## src/rtl/pc_fetch_unit_if.sv

```systemverilog
// Fetch-unit bus: PC redirect input, instruction-memory request/ack and the decode-side
// valid/ready instruction stream. master = fetch unit, slave = surrounding pipeline/memory.
interface pc_fetch_unit_if #(
  parameter int unsigned PC_W    = 16,
  parameter int unsigned INSTR_W = 32
);
  logic               redirect_valid;
  logic [PC_W-1:0]    redirect_pc;
  logic               imem_req;
  logic [PC_W-1:0]    imem_addr;
  logic               imem_ack;
  logic [INSTR_W-1:0] imem_rdata;
  logic               inst_valid;
  logic [INSTR_W-1:0] inst_data;
  logic [PC_W-1:0]    inst_pc;
  logic               inst_ready;

  modport master (
    input  redirect_valid, redirect_pc, imem_ack, imem_rdata, inst_ready,
    output imem_req, imem_addr, inst_valid, inst_data, inst_pc
  );

  modport slave (
    output redirect_valid, redirect_pc, imem_ack, imem_rdata, inst_ready,
    input  imem_req, imem_addr, inst_valid, inst_data, inst_pc
  );
endinterface

```

## src/rtl/pc_fetch_unit.sv

```systemverilog
// PC owner and instruction fetcher: one outstanding imem request, PC-tagged results queued
// for decode. Define FETCH_PERF_EN to add saturating fetch_cnt/flush_cnt outputs.
module pc_fetch_unit #(
  parameter int unsigned     PC_W       = 16,
  parameter int unsigned     INSTR_W    = 32,
  parameter int unsigned     FIFO_DEPTH = 2,
  parameter logic [PC_W-1:0] RESET_PC   = '0
) (
  input  logic            clk,
  input  logic            rst_n,
`ifdef FETCH_PERF_EN
  output logic [15:0]     fetch_cnt,
  output logic [15:0]     flush_cnt,
`endif
  pc_fetch_unit_if.master bus
);
  localparam int unsigned      PTR_W   = (FIFO_DEPTH > 1) ? $clog2(FIFO_DEPTH) : 1;
  localparam int unsigned      CNT_W   = PTR_W + 1;
  localparam int unsigned      ENTRY_W = PC_W + INSTR_W;
  localparam logic [CNT_W-1:0] DEPTH_C = CNT_W'(FIFO_DEPTH);

  typedef enum logic [1:0] {StIdle, StReq, StDrop} state_e;

  state_e             state_q;
  logic [PC_W-1:0]    fetch_pc_q;
  logic               imem_req_q;
  logic [ENTRY_W-1:0] mem_q [FIFO_DEPTH];
  logic [PTR_W-1:0]   rd_ptr_q, wr_ptr_q;
  logic [CNT_W-1:0]   cnt_q;
  logic               valid_q;

  logic             redirect, ack, pop, push;
  logic [CNT_W-1:0] cnt_post_pop, cnt_next;

  always_comb begin
    redirect     = bus.redirect_valid;
    // An ack with no request outstanding is a protocol error and is dropped here.
    ack          = bus.imem_ack & imem_req_q;
    pop          = valid_q & bus.inst_ready;
    push         = (state_q == StReq) & ack & ~redirect;
    cnt_post_pop = cnt_q - CNT_W'(pop);
    cnt_next     = cnt_post_pop + CNT_W'(push);
  end

  always_ff @(posedge clk or negedge rst_n) begin
    if (!rst_n) begin
      state_q    <= StIdle;
      fetch_pc_q <= RESET_PC;
      imem_req_q <= 1'b0;
      rd_ptr_q   <= '0;
      wr_ptr_q   <= '0;
      cnt_q      <= '0;
      valid_q    <= 1'b0;
      for (int i = 0; i < int'(FIFO_DEPTH); i++) begin
        mem_q[i] <= '0;
      end
    end else begin
      if (push) begin
        mem_q[wr_ptr_q] <= {fetch_pc_q, bus.imem_rdata};
        wr_ptr_q        <= wr_ptr_q + PTR_W'(1);
      end
      if (pop) begin
        rd_ptr_q <= rd_ptr_q + PTR_W'(1);
      end
      cnt_q   <= cnt_next;
      valid_q <= (cnt_next != '0);

      // Redirect wins over push/pop: the whole queue is stale.
      if (redirect) begin
        rd_ptr_q   <= '0;
        wr_ptr_q   <= '0;
        cnt_q      <= '0;
        valid_q    <= 1'b0;
        fetch_pc_q <= bus.redirect_pc;
      end

      unique case (state_q)
        StIdle: begin
          if (redirect || (cnt_post_pop < DEPTH_C)) begin
            state_q    <= StReq;
            imem_req_q <= 1'b1;
          end
        end
        StReq: begin
          if (redirect) begin
            if (!ack) state_q <= StDrop;
          end else if (ack) begin
            fetch_pc_q <= fetch_pc_q + PC_W'(1);
            if (cnt_next >= DEPTH_C) begin
              state_q    <= StIdle;
              imem_req_q <= 1'b0;
            end
          end
        end
        StDrop: begin
          if (ack) state_q <= StReq;
        end
        default: begin
          state_q    <= StIdle;
          imem_req_q <= 1'b0;
        end
      endcase
    end
  end

  assign bus.imem_req   = imem_req_q;
  assign bus.imem_addr  = fetch_pc_q;
  assign bus.inst_valid = valid_q;
  assign bus.inst_data  = mem_q[rd_ptr_q][INSTR_W-1:0];
  assign bus.inst_pc    = mem_q[rd_ptr_q][ENTRY_W-1:INSTR_W];

`ifdef FETCH_PERF_EN
  logic [15:0] fetch_cnt_q, flush_cnt_q;

  always_ff @(posedge clk or negedge rst_n) begin
    if (!rst_n) begin
      fetch_cnt_q <= '0;
      flush_cnt_q <= '0;
    end else begin
      if (push && (fetch_cnt_q != 16'hFFFF)) fetch_cnt_q <= fetch_cnt_q + 16'd1;
      if (redirect && (flush_cnt_q != 16'hFFFF)) flush_cnt_q <= flush_cnt_q + 16'd1;
    end
  end

  assign fetch_cnt = fetch_cnt_q;
  assign flush_cnt = flush_cnt_q;
`endif
endmodule

```

## src/flat_wrapper.sv

```systemverilog
// flat-port wrapper written by rule: the top's interface ports become plain ports
module pc_fetch_unit_flat 
#(
  parameter int unsigned     PC_W       = 16,
  parameter int unsigned     INSTR_W    = 32,
  parameter int unsigned     FIFO_DEPTH = 2,
  parameter logic [PC_W-1:0] RESET_PC   = '0
)
  (clk, rst_n, bus_redirect_valid, bus_redirect_pc, bus_imem_ack, bus_imem_rdata, bus_inst_ready, bus_imem_req, bus_imem_addr, bus_inst_valid, bus_inst_data, bus_inst_pc);
  pc_fetch_unit_if #(.PC_W(PC_W), .INSTR_W(INSTR_W)) bus_i ();
  input  logic clk;
  input  logic rst_n;
  input wire logic [$bits(bus_i.redirect_valid)-1:0] bus_redirect_valid;
  input wire logic [$bits(bus_i.redirect_pc)-1:0] bus_redirect_pc;
  input wire logic [$bits(bus_i.imem_ack)-1:0] bus_imem_ack;
  input wire logic [$bits(bus_i.imem_rdata)-1:0] bus_imem_rdata;
  input wire logic [$bits(bus_i.inst_ready)-1:0] bus_inst_ready;
  output wire logic [$bits(bus_i.imem_req)-1:0] bus_imem_req;
  output wire logic [$bits(bus_i.imem_addr)-1:0] bus_imem_addr;
  output wire logic [$bits(bus_i.inst_valid)-1:0] bus_inst_valid;
  output wire logic [$bits(bus_i.inst_data)-1:0] bus_inst_data;
  output wire logic [$bits(bus_i.inst_pc)-1:0] bus_inst_pc;
  assign bus_i.redirect_valid = bus_redirect_valid;
  assign bus_i.redirect_pc = bus_redirect_pc;
  assign bus_i.imem_ack = bus_imem_ack;
  assign bus_i.imem_rdata = bus_imem_rdata;
  assign bus_i.inst_ready = bus_inst_ready;
  assign bus_imem_req = bus_i.imem_req;
  assign bus_imem_addr = bus_i.imem_addr;
  assign bus_inst_valid = bus_i.inst_valid;
  assign bus_inst_data = bus_i.inst_data;
  assign bus_inst_pc = bus_i.inst_pc;
  pc_fetch_unit #(.PC_W(PC_W), .INSTR_W(INSTR_W), .FIFO_DEPTH(FIFO_DEPTH), .RESET_PC(RESET_PC)) u_core (.clk(clk), .rst_n(rst_n), .bus(bus_i));
endmodule
```

## config.mk

```make
export PLATFORM = sky130hd
export DESIGN_NAME = pc_fetch_unit_flat
export DESIGN_NICKNAME = d
export VERILOG_FILES = /design/src/rtl/pc_fetch_unit_if.sv /design/src/rtl/pc_fetch_unit.sv /design/src/flat_wrapper.sv
export SDC_FILE = /design/constraint.sdc
export NUM_CORES = 1
export LEC_CHECK = 0
export CAP_MARGIN = 30
export CORE_ASPECT_RATIO = 0.8
export CORE_MARGIN = 3
export CORE_UTILIZATION = 40
export DETAILED_ROUTE_END_ITERATION = 12
export GPL_TIMING_DRIVEN = 0
export PLACE_DENSITY = 0.65
export SYNTH_ARGS = -nofsm -noshare
export SYNTH_HDL_FRONTEND = slang
export SYNTH_SLANG_ARGS = --single-unit
```

## constraint.sdc

```tcl
create_clock -name clk -period 2.42 [get_ports clk]
set_input_delay 0.242 -clock clk [delete_from_list [all_inputs] [get_ports clk]]
set_output_delay 0.242 -clock clk [all_outputs]
set_load 0.03 [all_outputs]
```

==> results.sh <==
export IMPL_setup_viol=0
export IMPL_hold_viol_final=0
export IMPL_seq_area_frac_synth=0.5295
export IMPL_tritoncts="done"
export IMPL_detail_route_antenna_nets=0
export IMPL_dp_hpwl_um=9017
export IMPL_setup_worst_path_end="bus_inst_pc[9]"
export IMPL_clock_path_buffers=2
export IMPL_gp_congestion=0.7935
export IMPL_criticalPathCategory="flip-flop to output pin"
export IMPL_num_vias=3740
export IMPL_portBuffers=118
export IMPL_grt_overflow=0
export IMPL_start_util=0.4142
export IMPL_synth_common_cells="dfrtp_1, mux2_2, nand2_1"
export IMPL_wirelength_um=12930
export IMPL_antenna_found_initial=0
export IMPL_synth_area_leader_cell="dfrtp_1"
export IMPL_wl_met2_um=5834
export IMPL_relSlewSlack=0.6209
export IMPL_min_path_type="primary input to async pin"
export IMPL_arrival_ns=2.09
export IMPL_r2r_slack_ns=0.42
export IMPL_cts_buffers=17
export IMPL_crit_start="u_core.rd_ptr_q$_DFFE_PN0P_"
export IMPL_ys_warn_count=0
export IMPL_synth_top_area_frac=0.5295
export IMPL_ir_worst_vdd_mv=0.8341
export IMPL_syn_to_final_growth_pct=35.36
export IMPL_diodes=0
export IMPL_synth_seq_cells=120
export IMPL_dp_cells=708
export IMPL_highest_signal_layer="met4"
export IMPL_clockRootBuffer="clkbuf_16"
export IMPL_maxCapViolCount=0
export IMPL_drt_pre_antenna_iters=4
export IMPL_reg2reg_depth=5
export IMPL_netlist_area_mm2=0.005672
export IMPL_grt_max_degree=94
export IMPL_nets=604
export IMPL_reg2reg_from="u_core.bus.imem_req$_DFFE_PN0P_"
export IMPL_routedWlPerCell_um=17.48
export IMPL_grt_util_all_layers=0.1714
export IMPL_final_util=0.5607
export IMPL_drt_met1_wl_um=6359
export IMPL_grt_pass1_wl_um=21380
export IMPL_fmax_mhz=429.2
export IMPL_powerDensity_mw_per_mm2=1315
export IMPL_fin_crit_ns=2.330
export IMPL_grt_pass1_vias=3971
export IMPL_worstSkewPairLatency_ns=0.40
export IMPL_pin_count=119
export IMPL_synthArstFlopShare=1.000
export IMPL_stdcell_area_mm2=0.007677
export IMPL_dpl_cell_area_mm2=0.007107
export IMPL_fp_row_count=38
export IMPL_syn_inst=409
export IMPL_place_ws_ns=-0.1057
export IMPL_coreArea_mm2=0.01369
export IMPL_drc_errors=0
export IMPL_cp_required_ns=2.18
export IMPL_tightest_slew_ns=0.5687
export IMPL_tns_ns=0
export IMPL_clkTransAtPathRegs_ns=0.05
export IMPL_post_cts_buffers=0
export IMPL_synthFlopType="dfrtp_1"
export IMPL_r2r_end="u_core.mem_q[84]$_DFFE_PN0P_"
export IMPL_drive_gt1_frac=0.3214
export IMPL_syn_avg_cell_area_um2=13.87
export IMPL_finalMaxSlewViolations=0
export IMPL_dieArea_mm2=0.01565
export IMPL_synth_most_common_cell="dfrtp_1"
export IMPL_period_share=0.9629
export IMPL_die_h_um=112.5
export IMPL_synth_area_leaders="dfrtp_1, mux2_2, mux2_4"
export IMPL_critical_path_endpoint_type="output pin"
export IMPL_h_tree_depth=4
export IMPL_drt_iter0_markers=136
export IMPL_crit_fanout=10
export IMPL_layout_setup_ws_ns=0.08986
export IMPL_synth_edf_count=0
export IMPL_synth_cell_type_count=43
export IMPL_fin_skew_ns=0.005183
export IMPL_viasPerCell=5.054
export IMPL_holdWs_ns=0.2780
export IMPL_outcome="completed"
export IMPL_power_leakage_nw=3.285
export IMPL_rsz0062_at_grt="no"
export IMPL_critPathLaunchType="flip-flop"
export IMPL_wl_met3_um=634
export IMPL_final_cell_count_no_fill=740
export IMPL_synth_nets=465
export IMPL_total_power_mw=10.10
export IMPL_cts_sinks=120
export IMPL_die_width_um=139.1
-- timing repair --
item / in CTS / in global routing
endpoints found under the hold margin: 27 / 0
setup endpoints to repair: 39 / 0
gates resized for setup: 16 / 0
hold buffers: 1 / 0
-- logic make-up (layout without fill, tap and decap cells) --
kind of cell,after synthesis,count (layout),share of synthesized area
compound gates,23,23,0.02581
xor+xnor,12,12,0.01853
fa+ha+maj,3,3,0.006619
buf+inv,30,181,0.03419
flops,120,120,0.5295
mux,152,152,0.3135
simple gates,69,69,0.07192
-- where the power goes --
group / leakage, nW / total, mW / internal [mW] / switching, mW
logic: 1.54 / 4.31 / 2.20 / 2.11
clock network: 0.282 / 2.42 / 1.55 / 0.866
registers: 1.47 / 3.37 / 2.88 / 0.487
total: 3.29 / 10.1 / 6.63 / 3.46
-- metal layers --
| layer | GRT usage | vias up |
|---|---|---|
| met5 | 0 | - |
| met4 | 0.04498 | 0 |
| met3 | 0.04429 | 10 |
| met2 | 0.2646 | 98 |
| met1 | 0.2425 | 1885 |
| li1 | - | 1747 |
-- worst max-delay path: stages, from the launching register on --
cell and delay [ns]:
dfrtp_1 0.38, buf_2 0.30, mux2_2 0.40, clkdlybuf4s50_1 0.60
-- final cells by class --
type	instances	area, µm²
timing repair buffer	120	1207
sequential	120	3003
clock inverter	10	102.6
inverter	8	30.03
tap	180	225.2
clock buffer	21	460.4
multi-input combinational	259	2475
fill	1122	6016
buffer	22	173.9
-- worst min-delay path by stage --
stage / endpoint / slack, ns / cells past startpoint / start
after floorplan: u_core.bus.imem_addr[0]$_DFF_PN0_ / -0.05 / 0 / rst_n
after global placement: u_core.mem_q[78]$_DFFE_PN0P_ / 0.46 / 1 / u_core.mem_q[78]$_DFFE_PN0P_
after detailed placement: u_core.mem_q[28]$_DFFE_PN0P_ / 0.13 / 1 / rst_n
after CTS: u_core.mem_q[28]$_DFFE_PN0P_ / 0.27 / 2 / rst_n
after global routing: u_core.mem_q[28]$_DFFE_PN0P_ / 0.31 / 2 / rst_n
final: u_core.mem_q[28]$_DFFE_PN0P_ / 0.28 / 2 / rst_n
-- registers in the layout (all words and copies together) (netlist names) --
signal                 flops
u_core.bus.imem_addr      16
u_core.bus.imem_req        1
u_core.bus.inst_valid      1
u_core.cnt_q               2
u_core.mem_q              96
u_core.rd_ptr_q            1
u_core.state_q             2
u_core.wr_ptr_q            1
-- placed cells by master (no fill, tap or decap), types with 4 or more instances in the layout --
cell,netlist,layout
dlygate4sd2_1,0,10
clkdlybuf4s50_1,0,107
xor2_1,4,4
mux2_2,105,105
nor3_1,4,4
dfrtp_1,120,120
mux2_1,20,20
nand3_1,9,9
o21ai_0,12,12
inv_1,8,8
buf_2,5,7
mux2i_1,7,7
clkbuf_1,3,5
nand2_1,21,21
clkinv_2,0,7
nor2_1,8,8
xnor2_1,8,8
nor2b_1,5,5
clkbuf_16,0,17
mux2_4,20,20
buf_4,3,5
Power figures use the tool's default switching activity.
